`src/rtl/mac_accumulator.sv`:
```
`default_nettype none
// ============================================================================
// Module   : mac_accumulator
// Purpose  : Signed 64-bit dot-product accumulator that sums a stream of
//            products into a result and offers it through a valid/ready
//            handshake.
//            Optional macro MAC_SAT_EN: when defined, overflowing sums
//            saturate to the most positive or most negative value.
//            When it is not defined, overflowing sums wrap modulo 2^64.
//            In both builds the sticky ovf flag is set on overflow.
// Revision : 1.0 - initial release
// ============================================================================
module mac_accumulator #(
   parameter int LEN_W = 16
) (
   input  logic             clk,
   input  logic             rst,
   input  logic             start,
   input  logic [LEN_W-1:0] len,
   input  logic             prod_valid,
   input  logic [63:0]      prod,
   output logic [63:0]      acc_out,
   output logic             out_valid,
   input  logic             out_ready,
   output logic             busy,
   output logic             ovf,
   output logic             drop
);

   localparam logic [LEN_W-1:0] c_LEN_ZERO = '0;
   localparam logic [LEN_W-1:0] c_LEN_ONE  = {{(LEN_W-1){1'b0}}, 1'b1};
   localparam logic [63:0]      c_SAT_POS  = 64'h7FFF_FFFF_FFFF_FFFF;
   localparam logic [63:0]      c_SAT_NEG  = 64'h8000_0000_0000_0000;

   typedef enum logic [1:0] {
      S_IDLE  = 2'd0,
      S_ACCUM = 2'd1,
      S_HOLD  = 2'd2
   } state_t;

   state_t           r_state;
   logic [63:0]      r_acc;
   logic [LEN_W-1:0] r_count;
   logic [LEN_W-1:0] r_len;
   logic             r_out_valid;
   logic             r_busy;
   logic             r_ovf;
   logic             r_drop;

   logic [63:0]      w_sum;
   logic             w_add_ovf;
   logic [63:0]      w_next_acc;
   logic             w_last;

   // Raw sum plus signed-overflow detection: the addends agree in sign but
   // the result does not.
   always_comb begin
      w_sum      = r_acc + prod;
      w_add_ovf  = (r_acc[63] == prod[63]) && (w_sum[63] != r_acc[63]);
      w_next_acc = w_sum;
`ifdef MAC_SAT_EN
      if (w_add_ovf) begin
         // Both addends share a sign, so r_acc's sign gives the direction.
         w_next_acc = r_acc[63] ? c_SAT_NEG : c_SAT_POS;
      end
`endif
      w_last     = (r_count == (r_len - c_LEN_ONE));
   end

   // Control FSM with all outputs registered. Reset discards any partial
   // result.
   always_ff @(posedge clk or posedge rst) begin
      if (rst) begin
         r_state     <= S_IDLE;
         r_acc       <= '0;
         r_count     <= '0;
         r_len       <= '0;
         r_out_valid <= 1'b0;
         r_busy      <= 1'b0;
         r_ovf       <= 1'b0;
         r_drop      <= 1'b0;
      end else begin
         case (r_state)
            S_IDLE: begin
               if (prod_valid) begin
                  r_drop <= 1'b1;
               end
               if (start) begin
                  r_acc   <= '0;
                  r_count <= '0;
                  r_len   <= len;
                  r_ovf   <= 1'b0;
                  r_drop  <= 1'b0;
                  r_busy  <= 1'b1;
                  if (len == c_LEN_ZERO) begin
                     // An empty dot product goes straight to presenting 0.
                     r_state     <= S_HOLD;
                     r_out_valid <= 1'b1;
                  end else begin
                     r_state     <= S_ACCUM;
                     r_out_valid <= 1'b0;
                  end
               end
            end

            S_ACCUM: begin
               if (prod_valid) begin
                  r_acc   <= w_next_acc;
                  r_count <= r_count + c_LEN_ONE;
                  if (w_add_ovf) begin
                     r_ovf <= 1'b1;
                  end
                  if (w_last) begin
                     r_state     <= S_HOLD;
                     r_out_valid <= 1'b1;
                  end
               end
            end

            S_HOLD: begin
               if (prod_valid) begin
                  r_drop <= 1'b1;
               end
               // A start arriving here is ignored; it is accepted only in
               // IDLE.
               if (out_ready) begin
                  r_state     <= S_IDLE;
                  r_out_valid <= 1'b0;
                  r_busy      <= 1'b0;
               end
            end

            default: begin
               r_state     <= S_IDLE;
               r_out_valid <= 1'b0;
               r_busy      <= 1'b0;
            end
         endcase
      end
   end

   assign acc_out   = r_acc;
   assign out_valid = r_out_valid;
   assign busy      = r_busy;
   assign ovf       = r_ovf;
   assign drop      = r_drop;

endmodule
`default_nettype wire

```
`config.mk`:
```
export PLATFORM = sky130hd
export DESIGN_NAME = mac_accumulator
export DESIGN_NICKNAME = d
export VERILOG_FILES = /design/src/rtl/mac_accumulator.sv
export SDC_FILE = /design/constraint.sdc
export NUM_CORES = 1
export LEC_CHECK = 0
export ABC_AREA = 1
export CAP_MARGIN = 20
export CELL_PAD_IN_SITES_DETAIL_PLACEMENT = 1
export CELL_PAD_IN_SITES_GLOBAL_PLACEMENT = 1
export CORE_MARGIN = 4
export CORE_UTILIZATION = 34
export DETAILED_ROUTE_END_ITERATION = 8
export PLACE_DENSITY = 0.75
export SYNTH_ARGS = -nofsm -noshare
export SYNTH_HDL_FRONTEND = slang
export SYNTH_SLANG_ARGS = --single-unit
```
`constraint.sdc`:
```
create_clock -name clk -period 3.1 [get_ports clk]
set_input_delay 0.62 -clock clk [delete_from_list [all_inputs] [get_ports clk]]
set_output_delay 0.62 -clock clk [all_outputs]
set_load 0.01 [all_outputs]
```
# Word level (Yosys, flattened, before mapping)
# Index checks and enable logic that the tools add are counted.
# totals
regBits	102
latchBits	0
ram_bits	0
romBits	0
input_bits	85
wordCells	59
mem_count	0
# classes
addsub	3
n_mul	0
div	0
n_lt_le_gt_ge	0
n_eq_ne	10
shift	0
muxes	27
bitwise	1
reduce_logical	10
# op_table
cell	n
$mux W64	2
$pmux W64 S2	1
$add A64 B64 Y64	1
$mux W16	2
$pmux W16 S2	1
$add A16 B1 Y16 const B	1
$eq A16 B16 Y1	1
$logic_not A16 Y1	1
$sub A16 B1 Y16 const B	1
$mux W1	11
$mux W2	5
$ne A2 B2 Y1 const B	5
$reduce_and A4 Y1	2
$pmux W1 S3	2
$pmux W2 S3	1
$reduce_and A3 Y1	2
$pmux W1 S2	2
$reduce_bool A2 Y1	2
$eq A2 B1 Y1 const B	1
$eq A2 B2 Y1 const B	1
$logic_not A2 Y1	1
$reduce_and A2 Y1	1
$eq A1 B1 Y1	1
$logic_and A1 B1 Y1	1
other kinds (2)	2

# Depth between registers and ports, before layout
# depth
ltp_word	6
depth_mapped	15
ltp_nobuf	15

# Least setup slack after synthesis
# No wires, ideal clock.
# synth_path
path_type	input to register
from	in prod[0]
to	reg r_acc[56], in the netlist acc_out[56]
arrival_ns	2.201
path_slack_ns	0.782
cell_stages	13
n_path_buf	0
cell_sequence	ha_1 > fa_1 > nand2_1 > nand3_1 > and2_1 > a21oi_2 > inv_1 > nand2_1 > nand3_1 > nand3_1 > nand3_1 > nand3_1 > nand2_1
# synth_between
elab_chain_len	3
# synth_lines
item	line	rtl
from (decl)	21	input logic [63:0] prod,
$add A64 B64 Y64	58	w_sum = r_acc + prod;
$mux W64	107	if (prod_valid) begin
$pmux W64 S2	83	case (r_state)
to (signal assigned)	108	r_acc <= w_next_acc;
to (decl)	42	logic [63:0] r_acc;
# Every way passes these cells. The select of a mux whose other input is x is not followed.
# A chain may end at the register's enable or synchronous reset.

# Worst setup path after layout
# layout_path
from	in prod[19]
to	reg r_acc[56], in the netlist acc_out[56]
# Same word-level chain as after synthesis.

==> impl_metrics.csv <==
group,metric,value,unit
pwr,switching_power,4.94,mW
global_route,grt_usage,0.244,
cells_and_area,diodes,0,
setup_path,crit_type,"input port to flip-flop",
placement,io_buffers,152,
sta,fin_setup_tns,0,ns
status,outcome,"finished, final reports clean",
floorplanning,core_region_area,27200,um2
sta,drv_slew,0,
placement,dpl.hpwl,30800,um
clock_tree,cts_buffers,9,
synth,synth.avg_cell_area,6.11,um2
setup_path,cp.arrival,3.06,ns
min_path,hold-path-endpoint,"acc_out[49]",
synth,syn-cell-area,9470,um2
clock_tree,post_cts_buffers,0,
setup_path,cp-end-kind,"flip-flop",
setup_path,r2r_slack,0.57,ns
synth,ys_seq_elements,101,
global_route,gr-usage-met1,0.329,
floorplanning,dieHeight,175,um
cells_and_area,final_util,0.444,
drt,remaining_drc_errors,0,
setup_path,cp.required,3.36,ns
setup_path,r2r_cells,13,
cells_and_area,fin_cells,2118,
global_route,antenna_found_initial,1,
global_route,grt_busiest_layer,"met2",
pwr,max-vdd-ir-drop,313,uV
sta,period_share,0.904,
cells_and_area,layout_common_cells,"518 x nand2_1, 213 x inv_1, 183 x nor2_1",
min_path,min-delay-start,"acc_out[49]",
synth,async_flop_share,1.00,
clock_tree,hold_buffers,0,
global_route,grt_pass1_wl,59800,um
min_path,min_path_type,"flip-flop to flip-flop",
pwr,pwr-share-comb,0.642,
synth,yosysWarnings,0,
global_route,grt_use_met3,0.0262,
synth,ys.flop_type,"dfrtp_1",
sta,fin_skew,0.0168,ns
floorplanning,start_util,0.349,
global_route,grt_overflow,0,
global_route,grt_use_met2,0.423,
clock_tree,cts_tree,"done",
setup_path,r2r-start,"acc_out[0]",
drt,viasPerCell,5.09,
sta,worst_slew_pin_slew,0.574,ns
setup_path,path_max_fanout,4,
sta,setup_ws,0.298,ns
clock_tree,ctsResizeCount,0,
drt,ant_nets,0,
synth,yosysSeqAreaShare,0.267,
floorplanning,num_io_pins,153,
synth,yosys.cell_types.count,49,
placement,dp_cells,2102,
flow_run,cap_violations,0,
global_route,grt_pass1_vias,11300,
cells_and_area,num-fill-cells,3679,
pwr,p_leak,6.12,nW
sta,rsz0062_at_grt,"no",
synth,syn_inst,1551,
drt,vias,10800,
clock_tree,clockBufferDepth,2,
sta,hold_violations,0,
setup_path,reg2reg_to,"acc_out[60]",
pwr,p_int,4.71,mW
global_route,grt_max_degree,70,
pwr,switching_share,0.512,
pwr,clkPwrFrac,0.125,
synth,synth_edf_count,0,
floorplanning,std_cell_rows,60,
clock_tree,insertion_delay,0.37,ns
sta,slew_headroom,0.613,
floorplanning,dieArea,30600,um2
clock_tree,path_clk_slew,0.09,ns
drt,wirelength,37700,um
cells_and_area,syn2layout_area_growth,27.5,%
drt,drt_iter0_drc,583,
drt,drt-pass1-iter-count,5,
placement,dp_slack,-0.0369,ns
cells_and_area,final_common_cell,"nand2_1",
clock_tree,cts_root_buf,"clkbuf_16",
pwr,pwr_density_cell,800,nW/um2
min_path,hold_depth,2,
clock_tree,htreeDepth,3,
setup_path,cp-start-kind,"input port",
drt,wl_per_cell,17.8,um
sta,finalSetupViolations,0,
clock_tree,clock-sinks,101,
sta,fin_crit,2.80,ns
floorplanning,die_w,175,um
cells_and_area,fin_nets,1892,
placement,place_congestion,0.929,
sta,fmax,0.357,GHz
cells_and_area,layout-drive-gt1-share,0.0647,
synth,synth_nets,1702,
pwr,seq_power_share,0.233,
## kinds of logic (layout without fill, tap and decap cells)
logic type | Yosys count | in the layout | synth area share
AOI/OAI and AO/OA | 254 | 254 | 0.146
xor gates and xnor gates | 24 | 24 | 0.0236
adders and majority gates | 66 | 66 | 0.0880
buffers and inverters | 243 | 438 | 0.0972
DFF | 101 | 101 | 0.267
and+or+nand+nor | 863 | 863 | 0.379
## critical path: stages
cell and delay [ns]:
clkdlybuf4s50_1 0.42, ha_1 0.33, buf_4 0.16, a21oi_1 0.24, o21ai_0 0.18, a21oi_1 0.35, nand3_1 0.30, nand3_1 0.17
nand3_1 0.10, nand3_1 0.14, nand2_1 0.06
## power groups by stage
stage	Combinational (mW)	Sequential [mW]	Clock (mW)
global placement	5.99	2.26	0
detailed placement	6.16	2.26	0
floorplan	3.57	2.26	0
global route	6.90	2.32	1.29
CTS	6.19	2.25	1.25
finish	6.19	2.25	1.21
## per-stage QoR
step                      power [mW]  hold slack, ns  cell area (um2)
after floorplan                 5.83           0.453             9480
after global placement          8.25           0.472            11800
after detailed placement        8.42           0.489            11800
after CTS                       9.69           0.522            12100
after global routing            10.5           0.549            12100
final                           9.65           0.519            12100
## area by class of cell
cell class	count	area, um2	area share
multi-input combinational	1207	6020	0.499
sequential	101	2530	0.209
timing repair buffer	196	1910	0.159
inverter	226	852	0.0706
tap	372	465	0.0385
clock buffer	9	225	0.0187
clock inverter	7	66.3	0.00549
## per-layer routing
layer | part of all wire | routed length, um | vias to the layer above
li1 | - | - | 5316
met1 | 0.47 | 17600 | 5184
met2 | 0.47 | 17800 | 226
met3 | 0.037 | 1400 | 44
met4 | 0.021 | 776 | 2
met5 | 0.00035 | 13 | -
## Yosys cell counts (9+ instances only)
cell      number  area, um2
nand4_1        9       56.3
nand2_1      518       1940
clkbuf_1      10       37.5
a21oi_1      113        566
xnor2_1       10       87.6
nand2_2       11       68.8
o21ai_1       16       80.1
nor3_1        22        110
inv_1        214        803
xor2_1        13        114
inv_2         10       37.5
nor2_1       183        687
nor2_2        13       81.3
o21ai_0       84        420
nand3_1       82        410
dfrtp_1      101       2530
ha_1          65        813
o21bai_1      17        128
## flip-flops by register name (all words and copies together), names as in the netlist
| name | flops |
|---|---|
| acc_out | 64 |
| r_count | 16 |
| r_len | 16 |
| r_state | 2 |
| busy | 1 |
| drop | 1 |
| ovf | 1 |
## worst max path at each step
stage             endpoint  slack, ns      from  cells past startpoint
2_1_floorplan  acc_out[56]       0.78   prod[0]                     13
6_report       acc_out[56]       0.30  prod[19]                     11
3_5_place_dp   acc_out[58]      -0.04   prod[0]                     15
5_1_grt        acc_out[56]       0.08  prod[19]                     11
4_1_cts        acc_out[56]       0.35   prod[0]                     14
3_3_place_gp   acc_out[56]       0.01  prod[19]                     11
(Power assumes the default switching activity.)
